===== src/rtl/led_pattern_gen.sv =====
// LED pattern generator: a free-running prescaler steps COUNT / SCAN / BREATHE / HOLD patterns.
// Define LED_PWM_EN to compile in BREATHE mode; without it, mode 2'b10 behaves exactly as HOLD.
module led_pattern_gen #(
    parameter int NLEDS    = 5,
    parameter int SLOW     = 19,
    parameter int PWM_BITS = 8
) (
    input  logic             clk,
    input  logic             resetn,
    input  logic [1:0]       mode,
    output logic [NLEDS-1:0] leds,
    output logic             tick
);
    localparam logic [1:0] MODE_COUNT   = 2'b00;
    localparam logic [1:0] MODE_SCAN    = 2'b01;
    localparam logic [1:0] MODE_BREATHE = 2'b10;
    localparam logic [1:0] MODE_HOLD    = 2'b11;

    logic [SLOW-1:0]  pre_reg;
    logic             tick_reg;
    logic [1:0]       cur_mode_reg;
    logic [NLEDS-1:0] leds_reg, leds_next;
    logic [NLEDS-1:0] cnt_reg, cnt_next;
    logic [NLEDS-1:0] pos_reg, pos_next;
    logic             dir_reg, dir_next;
    logic             wrap;

    assign wrap = &pre_reg;
    assign leds = leds_reg;
    assign tick = tick_reg;

    function automatic logic is_hold(input logic [1:0] m);
`ifdef LED_PWM_EN
        return m == MODE_HOLD;
`else
        return (m == MODE_HOLD) || (m == MODE_BREATHE);
`endif
    endfunction

`ifdef LED_PWM_EN
    logic [PWM_BITS-1:0] pwm_reg;
    logic [PWM_BITS-1:0] level_reg, level_next;
    logic                rising_reg, rising_next;
    logic                pwm_on;
    logic [NLEDS-1:0]    pwm_bus;

    assign pwm_on = pwm_reg < level_reg;
    for (genvar gi = 0; gi < NLEDS; gi++) begin : g_pwm_bus
        assign pwm_bus[gi] = pwm_on;
    end

    always_ff @(posedge clk or negedge resetn) begin
        if (!resetn) begin
            pwm_reg    <= '0;
            level_reg  <= '0;
            rising_reg <= 1'b1;
        end else begin
            pwm_reg    <= pwm_reg + PWM_BITS'(1);
            level_reg  <= level_next;
            rising_reg <= rising_next;
        end
    end
`else
    // PWM_BITS has no effect without BREATHE.
    localparam int unused_pwm_bits = PWM_BITS;
`endif

    always_comb begin
        leds_next = leds_reg;
        cnt_next  = cnt_reg;
        pos_next  = pos_reg;
        dir_next  = dir_reg;
`ifdef LED_PWM_EN
        level_next  = level_reg;
        rising_next = rising_reg;
`endif
        if (wrap) begin
            if (mode != cur_mode_reg) begin
                // Entering a new non-HOLD mode restarts it; entering HOLD keeps everything.
                if (!is_hold(mode)) begin
                    case (mode)
                        MODE_COUNT: begin
                            cnt_next  = NLEDS'(1);
                            leds_next = NLEDS'(1);
                        end
                        MODE_SCAN: begin
                            pos_next  = NLEDS'(1);
                            dir_next  = 1'b1;
                            leds_next = NLEDS'(1);
                        end
                        default: begin
`ifdef LED_PWM_EN
                            level_next  = '0;
                            rising_next = 1'b1;
                            leds_next   = '0;
`endif
                        end
                    endcase
                end
            end else if (!is_hold(cur_mode_reg)) begin
                case (cur_mode_reg)
                    MODE_COUNT: begin
                        cnt_next  = cnt_reg + NLEDS'(1);
                        leds_next = cnt_next;
                    end
                    MODE_SCAN: begin
                        // Direction flips as the endpoint is left, so each end shows once.
                        if (NLEDS == 1) begin
                            pos_next = pos_reg;
                        end else if (dir_reg) begin
                            if (pos_reg[NLEDS-1]) begin
                                pos_next = pos_reg >> 1;
                                dir_next = 1'b0;
                            end else begin
                                pos_next = pos_reg << 1;
                            end
                        end else begin
                            if (pos_reg[0]) begin
                                pos_next = pos_reg << 1;
                                dir_next = 1'b1;
                            end else begin
                                pos_next = pos_reg >> 1;
                            end
                        end
                        leds_next = pos_next;
                    end
                    default: begin
`ifdef LED_PWM_EN
                        if (rising_reg) begin
                            if (&level_reg) begin
                                level_next  = level_reg - PWM_BITS'(1);
                                rising_next = 1'b0;
                            end else begin
                                level_next = level_reg + PWM_BITS'(1);
                            end
                        end else begin
                            if (level_reg == '0) begin
                                level_next  = level_reg + PWM_BITS'(1);
                                rising_next = 1'b1;
                            end else begin
                                level_next = level_reg - PWM_BITS'(1);
                            end
                        end
                        leds_next = pwm_bus;
`endif
                    end
                endcase
            end
        end
`ifdef LED_PWM_EN
        else if (cur_mode_reg == MODE_BREATHE) begin
            leds_next = pwm_bus;
        end
`endif
    end

    always_ff @(posedge clk or negedge resetn) begin
        if (!resetn) begin
            pre_reg      <= '0;
            tick_reg     <= 1'b0;
            cur_mode_reg <= MODE_COUNT;
            leds_reg     <= '0;
            cnt_reg      <= '0;
            pos_reg      <= NLEDS'(1);
            dir_reg      <= 1'b1;
        end else begin
            pre_reg  <= pre_reg + SLOW'(1);
            tick_reg <= wrap;
            if (wrap) begin
                cur_mode_reg <= mode;
            end
            leds_reg <= leds_next;
            cnt_reg  <= cnt_next;
            pos_reg  <= pos_next;
            dir_reg  <= dir_next;
        end
    end
endmodule


===== config.mk =====
export PLATFORM = sky130hd
export DESIGN_NAME = led_pattern_gen
export DESIGN_NICKNAME = d
export VERILOG_FILES = /design/src/rtl/led_pattern_gen.sv
export SDC_FILE = /design/constraint.sdc
export NUM_CORES = 1
export LEC_CHECK = 0
export BUFFER_PORTS_ARGS = -buffer_cell sky130_fd_sc_hd__buf_2
export CORE_MARGIN = 5
export CORE_UTILIZATION = 30
export DETAILED_ROUTE_END_ITERATION = 10
export SLEW_MARGIN = 40
export SYNTH_ARGS = -nofsm -noshare
export SYNTH_HDL_FRONTEND = slang
export SYNTH_SLANG_ARGS = --single-unit

===== constraint.sdc =====
create_clock -name clk -period 4.24 [get_ports clk]
set_clock_uncertainty 0.15 [all_clocks]
set_input_delay 0.636 -clock clk [delete_from_list [all_inputs] [get_ports clk]]
set_output_delay 0.636 -clock clk [all_outputs]
set_load 0.03 [all_outputs]

== Word level (Yosys, flattened, before mapping) ==
Cells that the tools add are included.

* Bits in registers: 38
* Bits of input ports: 4
* Output and inout bits: 6
* Logic and storage cells: 59

* $add $sub $neg: 2
* Eq/ne operators: 12
* Muxes and demuxes: 26
* Reduce and logical (&&, ||, !) cells: 12

{| class="wikitable"
|+ Operators with widths
! cell !! number
|-
| $mux 5 || 17
|-
| $reduce_and 23->1 || 3
|-
| $add 19x1->19 const B || 1
|-
| $reduce_and 19->1 || 1
|-
| $pmux 5 s2 || 1
|-
| $eq 2x2->1 const B || 4
|-
| $mux 1 || 8
|-
| $ne 2x2->1 const B || 3
|-
| $add 5x1->5 const B || 1
|-
| $eq 2x1->1 const B || 2
|-
| $logic_not 2->1 || 2
|-
| $ne 2x1->1 const B || 2
|-
| $reduce_bool 2->1 || 2
|-
| $reduce_bool 3->1 || 1
|-
| $logic_or 1x1->1 || 2
|-
| $ne 2x2->1 || 1
|-
| $reduce_or 2->1 || 1
|}

== Longest topological paths before layout ==
Gate-level depths: netlist (run 1).

* Word-level depth: 5
* Gate-level depth with buffers: 7
* Gate-level depth less buffers: 5

== Worst setup path before layout (run 1) ==
Ideal clock, no wire load.

* Kind: register to register
* Start point: reg pre_reg[0]
* End point: reg pos_reg[2]
* Setup time: 125 ps
* Arrival: 2244 ps
* Required time: 3965 ps
* Slack: 1721 ps
* Stages on the path, launching flop included: 8
* Path buffers: 2
* Clock period less this slack: 2519 ps
* Path through: dfrtp_1 > ha_1 > nand4_2 > or4b_1 > buf_2 > or4b_4 > buf_6 > mux2_4

* Word-level cells in the longest chain between the ends: 1

{| class="wikitable"
|+ RTL lines
! item !! line !! text
|-
| from (decl) || 19 || <nowiki>logic [SLOW-1:0] pre_reg;</nowiki>
|-
| from (signal assigned) || 167 || <nowiki>pre_reg <= pre_reg + SLOW'(1);</nowiki>
|-
| $reduce_and 23->1 (no line) || - ||
|-
| to (signal assigned) || 174 || <nowiki>pos_reg <= pos_next;</nowiki>
|-
| to (decl) || 24 || <nowiki>logic [NLEDS-1:0] pos_reg, pos_next;</nowiki>
|}

Every way passes these cells.
A chain may end at the register's enable or synchronous reset.

== Worst setup path in the final report (run 1) ==
Ends and elaborated chain as after synthesis.

==> impl_metrics.tcl, run 1 <==
set metrics [dict create \
    syn_avg_cell_area_um2 10.9 \
    core_um2 6280 \
    cts_sinks 38 \
    synthTopCellsByCount "dfrtp_1 (36), xor2_1 (16), nor2_1 (12), nand3_1 (10)" \
    crit_path_end_kind "flop" \
    port_buffers 9 \
    maxCapViolations 0 \
    synth_top_family_by_area "simple AND/OR/NAND/NOR gates" \
    critical_path_class "reg2reg" \
    worstRegToRegCells 5 \
    path_clk_slew_ns 0.07 \
    final_max_slew_viol_count 0 \
    clock_path_buffers 2 \
    cp.required_ns 4.26 \
    grt_pass1_wl_um 6600 \
    grt_remaining_overflow 0 \
    synth_edf_count 0 \
    fmax_mhz 377 \
    viasPerCell 4.95 \
    area.growth.synth_to_final_pct 10.7 \
    detailed_place_hpwl_um 2660 \
    finalSetupViolCount 0 \
    layout-drive-gt1-share_pct 18.6 \
    finalSetupTns_ns 0 \
    hold_path_class "in2async" \
    power_density_nw_per_um2 311 \
    fillers 650 \
    crit_fanout 7 \
    cts_tree "built" \
    synthSimpleGateAreaFrac_pct 19.8 \
    start_util_pct 30.5 \
    synth.largest_area_cell "dfrtp_1" \
    crit_path_end "pos_reg[2]" \
    chipHeight_um 89.9 \
    design.portCount 10 \
    dr.pass1.iters 4 \
    syn_area_um2 1920 \
    drtAntennaViolNets 0 \
    drc 0 \
    cts_hold_buffers 0 \
    yosysWarnings 0 \
    grt_pass1_vias 1348 \
    post-cts-setup-buffer-count 0 \
    die_w_um 89.9 \
    antenna_found_initial 0 \
    cts_root_buf "clkbuf_8" \
    tightest_slew_ns 0.589 \
    post_cts_resized 0 \
    synth_xor_area_share_pct 10.1 \
    cts_htree_levels 2 \
    critPathArrivalTime_ns 2.68 \
    die-area_um2 8090 \
    wl_um 3720 \
    synth_top_area_share_pct 47.0 \
    n_antenna_cell 0 \
    nets 193 \
    rows 29 \
    r2r-end "pos_reg[2]" \
    ys_seq_area_share_pct 49.7 \
    slew_headroom_pct 60.3 \
    synth_compound_area_share_pct 6.79 \
    async_reset_ff_share_pct 100 \
    p_leak_uw 0.00101 \
    largest_register_ffs 19 \
    rsz0062_at_grt "no" \
    yosys_most_used_dff "dfrtp_1" \
    clock_latency_ns 0.29 \
    status "complete, no violations" \
    cts-buffers-inserted 5 \
    gp_congestion 0.802 \
    fin_crit_sh_pct 62.6 \
    fin_util_pct 33.8 \
    critPathLaunchType "flop" \
    ys_top_cells_by_area "dfrtp_1 (47%), xor2_1 (7.3%), mux2_2 (4.1%), dfstp_2 (2.7%), xnor2_1 (2.7%)" \
    synth_cell_type_count 43 \
    crit_start "pre_reg[0]" \
    routedWlPerCell_um 14.0 \
    first_iter_violations 78 \
    grt_max_degree 39 \
    dr_total_vias 1313 \
    synth_seq_cells 38 \
    hold_violations 0 \
    ir_drop_mv 0.149 \
    r2r_setup_slack_ns 1.59 \
    post-synth-top-count-cell "dfrtp_1" \
    synth_mux_area_share_pct 9.07 \
    period_minus_slack_ns 2.65 \
    syn_inst 176 \
    synth_adder_area_share_pct 1.31 \
    syn-num-nets 182 \
    timing.rr.start "pre_reg[0]" \
    grt_use_total_pct 9.93 \
]
## stage by stage
| stage | cell area (µm²) | total power (µW) | instances | setup slack (ns) | hold slack (ns) |
|---|---|---|---|---|---|
| global route | 2120 | 688 | 265 | 1.50 | 0.206 |
| finish | 2120 | 660 | 265 | 1.59 | 0.159 |
| floorplan | 1920 | 397 | 176 | 1.72 | 0.190 |
| detailed placement | 2030 | 413 | 257 | 1.62 | 0.304 |
| CTS | 2120 | 669 | 265 | 1.59 | 0.176 |
| global placement | 2030 | 413 | 257 | 1.67 | 0.305 |
## final cells by class
class	instances	area, µm²	area share, %
clock buffer	8	90.1	4.25
inverter	9	33.8	1.59
tap	77	96.3	4.54
multi-input combinational	124	901	42.5
timing repair buffer	9	47.5	2.24
sequential	38	953	44.9
## cells in the final DEF, fill, tap and decap left out, drive strengths merged, types with 5 or more instances in the layout
master / n
dfrtp: 36
nand3: 10
o31ai: 5
buf: 9
mux2i: 5
mux2: 10
inv: 9
nor3: 9
xnor2: 6
nand2: 6
xor2: 16
clkbuf: 8
nand4: 5
nor2: 12
## power breakdown
group / switching (µW) / total [µW] / internal (µW) / leakage (µW)
combinational: 23.3 / 34.5 / 11.3 / 0.000473
clock: 121 / 254 / 133 / 0.0000455
sequential: 3.67 / 371 / 367 / 0.000494
## how the worst min path moves through the flow
stage / startpoint / end / slack, ns / depth (start not counted)
4_1_cts: resetn / pre_reg[17] / 0.18 / 1
6_report: resetn / leds[1] / 0.16 / 1
5_1_grt: resetn / pre_reg[17] / 0.21 / 1
2_1_floorplan: resetn / cnt_reg[0] / 0.19 / 0
3_3_place_gp: pre_reg[18] / pre_reg[18] / 0.30 / 1
3_5_place_dp: pre_reg[18] / pre_reg[18] / 0.30 / 1
## critical path, stage by stage, from the launching register on
cell and delay, ns:
dfrtp_1 0.38, ha_1 0.26, nand4_2 0.14, or4b_1 0.67, or4b_4 0.61, mux2_4 0.32
## cell families after synthesis
family	count (synthesis)
xor gates and xnor gates	22
AOI/OAI and AO/OA	18
and+or+nand+nor	67
buffers and inverters	14
adders and majority gates	2
muxes	15
DFF	38
## metal layers
layer | part of all wire (%) | GRT usage, % | wire [µm]
met1 | 47 | 13.3 | 1760
met2 | 48 | 15.4 | 1770
met3 | 3.8 | 2.92 | 140
met4 | 1.4 | 3.35 | 51
met5 | 0 | 0 | 0
Note: power is estimated with default switching activity, not from simulation.
==> run 2: changes to the inputs <==
Clock period 4.24 ns to 2.4 ns, I/O delays scaled along.
==> run 2 against run 1 <==
Setup slack worse by 1.5 ns. Core utilization is 2.3 points higher. Final cell count is 4.5% higher. Count of clock-buffer cells in the layout is 3 lower. Critical path depth stayed put. Die area stayed put. Wire length is 2.8% lower. Non-clock buffer count is 12 higher. Sequential share of layout area is 2.8 points lower.
==> impl_metrics.tcl, run 2 (synthesis gave the netlist of run 1 again) <==
set metrics [dict create \
    status "complete, no violations" \
    layout-drive-gt1-share_pct 25.5 \
    drc 0 \
    cts_sinks 38 \
    grt_remaining_overflow 0 \
    p_leak_uw 0.00107 \
    clock_path_buffers 2 \
    dr_total_vias 1360 \
    maxCapViolations 0 \
    period_minus_slack_ns 2.35 \
    clockPowerShare_pct 42.6 \
    die-area_um2 8090 \
    hold_path_class "in2reg" \
    grt_use_total_pct 9.52 \
    grt_use_met1_pct 12.1 \
    largest_register_ffs 19 \
    hold_violations 0 \
    p_seq_share_pct 52.5 \
    crit_path_end_kind "flop" \
    cts_htree_levels 2 \
    gp_congestion 0.752 \
    chipHeight_um 89.9 \
    power_density_nw_per_um2 551 \
    cts-buffers-inserted 5 \
    path_clk_slew_ns 0.08 \
    core_um2 6280 \
    first_iter_violations 41 \
    finalSetupViolCount 0 \
    antenna_found_initial 0 \
    dr.pass1.iters 4 \
    ir_drop_mv 0.536 \
    critical_path_class "reg2reg" \
    rsz0062_at_grt "yes" \
    routedWlPerCell_um 13.0 \
    area.growth.synth_to_final_pct 18.1 \
    detailed_place_hpwl_um 2660 \
    tightest_slew_ns 0.484 \
    grt_pass1_wl_um 6460 \
    crit_fanout 6 \
    grt_max_degree 39 \
    critPathArrivalTime_ns 2.38 \
    power.share.switching_pct 21.8 \
    clock_latency_ns 0.29 \
    slew_headroom_pct 67.8 \
    critPathLaunchType "flop" \
    grt_use_met2_pct 15.3 \
    n_antenna_cell 0 \
    r2r_setup_slack_ns 0.05 \
    final_max_slew_viol_count 0 \
    port_buffers 9 \
    total_power_uw 1250 \
    grt.busiest_layer "met2" \
    rows 29 \
    power_switching_uw 271 \
    grt_pass1_vias 1448 \
    design.portCount 10 \
    internal_power_uw 976 \
    final_common_cell "dfrtp_1" \
    finalSetupTns_ns 0 \
    fmax_mhz 425 \
    dpl_cell_area_um2 2110 \
    fin_crit_sh_pct 98.1 \
    nets 205 \
    hold_slack_ns 0.260 \
    start_util_pct 30.5 \
    fillers 624 \
    cts_tree "built" \
    viasPerCell 4.91 \
    grt.met3_usage_pct 2.67 \
    die_w_um 89.9 \
    design_area_um2 2260 \
    cp.required_ns 2.43 \
    drtAntennaViolNets 0 \
    wl_um 3610 \
    layout_common_cells "dfrtp_1 (36), xor2_1 (16), nor2_1 (12), buf_4 (12), nand3_1 (10)" \
    p_comb_share_pct 4.9 \
    cts_root_buf "clkbuf_8" \
]
## run 2: routing by layer
| layer | routed length (µm) | up-vias |
|---|---|---|
| met2 | 1740 | 23 |
| met1 | 1670 | 662 |
| met4 | 47 | 0 |
| met5 | 0 | - |
| li1 | - | 670 |
| met3 | 160 | 5 |
## run 2: layout make-up
class | instances | area (µm²) | share of cell area, %
inverters | 9 | 33.8 | 1.49
flip-flops and latches | 38 | 953 | 42.1
repair buffers | 21 | 140 | 6.19
well taps | 77 | 96.3 | 4.25
clock buffers | 5 | 68.8 | 3.04
multi-input cells | 124 | 932 | 41.2
clock inverters | 3 | 40.0 | 1.77
## run 2: stage by stage
stage | setup WS [ns] | util, % | std cells
after floorplan | -0.0349 | - | 176
after global placement | 0.0741 | 33.6 | 265
after detailed placement | 0.0281 | 33.7 | 265
after CTS | 0.0127 | 35.6 | 274
after global routing | -0.00734 | 36.1 | 277
final | 0.0465 | 36.1 | 277
## run 2: repair_timing
| item | 4_1_cts | 5_1_grt |
|---|---|---|
| setup endpoints to repair | 0 | 4 |
| endpoints found under the hold margin | 36 | 0 |
| resized for setup | 0 | 2 |
| buffers inserted | 0 | 3 |
| hold buffers | 1 | 0 |
## run 2: final timing paths
kind	startpoint	to	depth (start not counted)
setup / recovery	pre_reg[0]	pos_reg[2]	5
hold reg to reg	pre_reg[18]	pre_reg[18]	1
max in group asynchronous	resetn	pos_reg[0]	2
hold / removal	mode[0]	cur_mode_reg[0]	2
setup reg to reg	pre_reg[0]	pos_reg[2]	5
min in group asynchronous	resetn	leds[3]	2
## run 2: worst max-delay path, cell delays in order, from the launching register on
cell and delay (ns):
dfrtp_1 0.43, ha_4 0.18, nand4_4 0.07, or4b_4 0.50, or4b_4 0.60, mux2_4 0.32
## run 2: power groups by stage
stage	combinational [µW]	sequential, µW	clock [µW]
detailed placement	61.0	668	0
global route	68.8	657	574
finish	61.1	655	531
global placement	60.3	668	0
floorplan	30.2	671	0
CTS	62.5	655	550
==> run 3: changes to the inputs <==
Settings changed: BUFFER_PORTS_ARGS -buffer_cell sky130_fd_sc_hd__buf_2 to unset, DONT_BUFFER_PORTS set to 1.
==> run 3 against run 2 <==
Count of clock-buffer cells in the layout did not move. Largest cell class unchanged. Final cell count fell by 2.5%. Via count is 2.1% lower. Critical path type unchanged. Sequential power grew 0.8%. Final area down 0.83%. Critical endpoint is now pos_reg[3]. Clock power is 4.3% higher. Highest routed layer unchanged. Sequential share of layout area rose by 0.35 points. Flip-flop and latch count unchanged.
==> impl_metrics.tcl, run 3 (synthesis gave the netlist of run 1 again) <==
set metrics [dict create \
    slew_headroom_pct 71.5 \
    clock_path_buffers 2 \
    cp.required_ns 2.44 \
    largest_register_ffs 19 \
    crit_path_end_kind "flop" \
    hold_depth 1 \
    first_iter_violations 21 \
    n_antenna_cell 0 \
    hold_violations 0 \
    final_max_slew_viol_count 0 \
    critPathArrivalTime_ns 2.38 \
    hold_slack_ns 0.0709 \
    critical_path_class "reg2reg" \
    power.share.switching_pct 22.7 \
    cts_tree "built" \
    path_clk_slew_ns 0.09 \
    grt_pass1_vias 1394 \
    setup_slack_ns 0.0623 \
    design.portCount 10 \
    detailed_place_hpwl_um 2680 \
    dp.cells 258 \
    layout_common_cells "dfrtp_1 (36), xor2_1 (16), nor2_1 (12), buf_4 (12), nand3_1 (10)" \
    critPathLaunchType "flop" \
    layout-drive-gt1-share_pct 22.3 \
    antenna_found_initial 0 \
    fin_crit_sh_pct 97.4 \
    fillers 620 \
    grt_max_degree 39 \
    viasPerCell 4.93 \
    tightest_slew_ns 0.427 \
    power_switching_uw 287 \
    dr.pass1.iters 4 \
    crit_chain "ha_4 > nand4_4 > or4b_1 > or4b_4 > mux2_4" \
    port_buffers 0 \
    gp_congestion 0.775 \
    crit_fanout 6 \
    die_w_um 89.9 \
    cp_slowest_cell "or4b_4" \
    rsz0062_at_grt "no" \
    routedWlPerCell_um 13.7 \
    finalSetupViolCount 0 \
    total_power_uw 1270 \
    wl_um 3690 \
    cts_root_buf "clkbuf_8" \
    fmax_mhz 428 \
    grt_remaining_overflow 0 \
    clockPowerShare_pct 43.8 \
    internal_power_uw 979 \
    cts_htree_levels 2 \
    p_comb_share_pct 4.1 \
    core_um2 6280 \
    area.growth.synth_to_final_pct 17.2 \
    nets 198 \
    start_util_pct 30.5 \
    die-area_um2 8090 \
    cp_slowest_stage_delay_ns 0.59 \
    p_leak_uw 0.00104 \
    cts-buffers-inserted 5 \
    ir_drop_mv 0.302 \
    cts_sinks 38 \
    p_seq_share_pct 52.2 \
    drtAntennaViolNets 0 \
    grt_pass1_wl_um 6600 \
    dr_total_vias 1332 \
    drc 0 \
    power_density_nw_per_um2 564 \
    grt_use_total_pct 9.79 \
    chipHeight_um 89.9 \
    pre_cts_slack_ns 0.0470 \
    worstRegToRegCells 5 \
    fin_cells 270 \
    clock_latency_ns 0.30 \
    final_common_cell "dfrtp_1" \
    period_minus_slack_ns 2.34 \
    rows 29 \
    maxCapViolations 0 \
    hold_path_class "in2reg" \
    status "complete, no violations" \
]
==> run 3: power groups by stage <==
stage	logic, µW	registers [µW]	clock network, µW
2_1_floorplan	30.2	671	0
3_3_place_gp	34.2	673	0
3_5_place_dp	34.6	673	0
4_1_cts	53.5	660	566
5_1_grt	59.5	662	595
6_report	51.7	660	554
==> run 3: repair_timing <==
action	CTS	global route
buffers inserted	0	2
setup endpoints to repair	0	3
resized for setup	0	1
hold endpoints to repair	38	0
hold buffers	2	0
==> run 3: final timing paths <==
kind	slack, ns	endpoint	from
hold reg to reg	0.31	pre_reg[18]	pre_reg[18]
setup reg to reg	0.06	pos_reg[3]	pre_reg[1]
hold / removal	0.07	cur_mode_reg[1]	mode[1]
max in group asynchronous	1.48	pos_reg[0]	resetn
setup / recovery	0.06	pos_reg[3]	pre_reg[1]
min in group asynchronous	0.35	pos_reg[2]	resetn
==> run 3: per-layer routing <==
metal	track usage, %	wire length (µm)
met3	2.92	127
met2	15.5	1700
met5	0	0
met1	12.7	1830
met4	3.35	40
==> run 3: layout make-up <==
class / instances / area [µm²] / share of cell area (%)
clock buffer: 5 / 68.8 / 3.06
multi-input combinational: 124 / 928 / 41.3
sequential: 38 / 953 / 42.5
clock inverter: 3 / 45.0 / 2.01
timing repair buffer: 14 / 120 / 5.35
tap: 77 / 96.3 / 4.29
inverter: 9 / 33.8 / 1.50
==> run 3: metrics by stage <==
step           TNS [ns]  area [µm²]  utilization (%)
2_1_floorplan   -0.0698        1940                -
3_3_place_gp          0        2080             33.1
3_5_place_dp          0        2080             33.1
4_1_cts               0        2220             35.4
5_1_grt               0        2250             35.8
6_report              0        2250             35.8
==> run 3: critical path, delay by kind of cell, from the launching register on <==
kind                       cells  cell delay [ns]
muxes                          1             0.32
DFF                            1             0.41
and+or+nand+nor                3             1.19
adders and majority gates      1             0.18
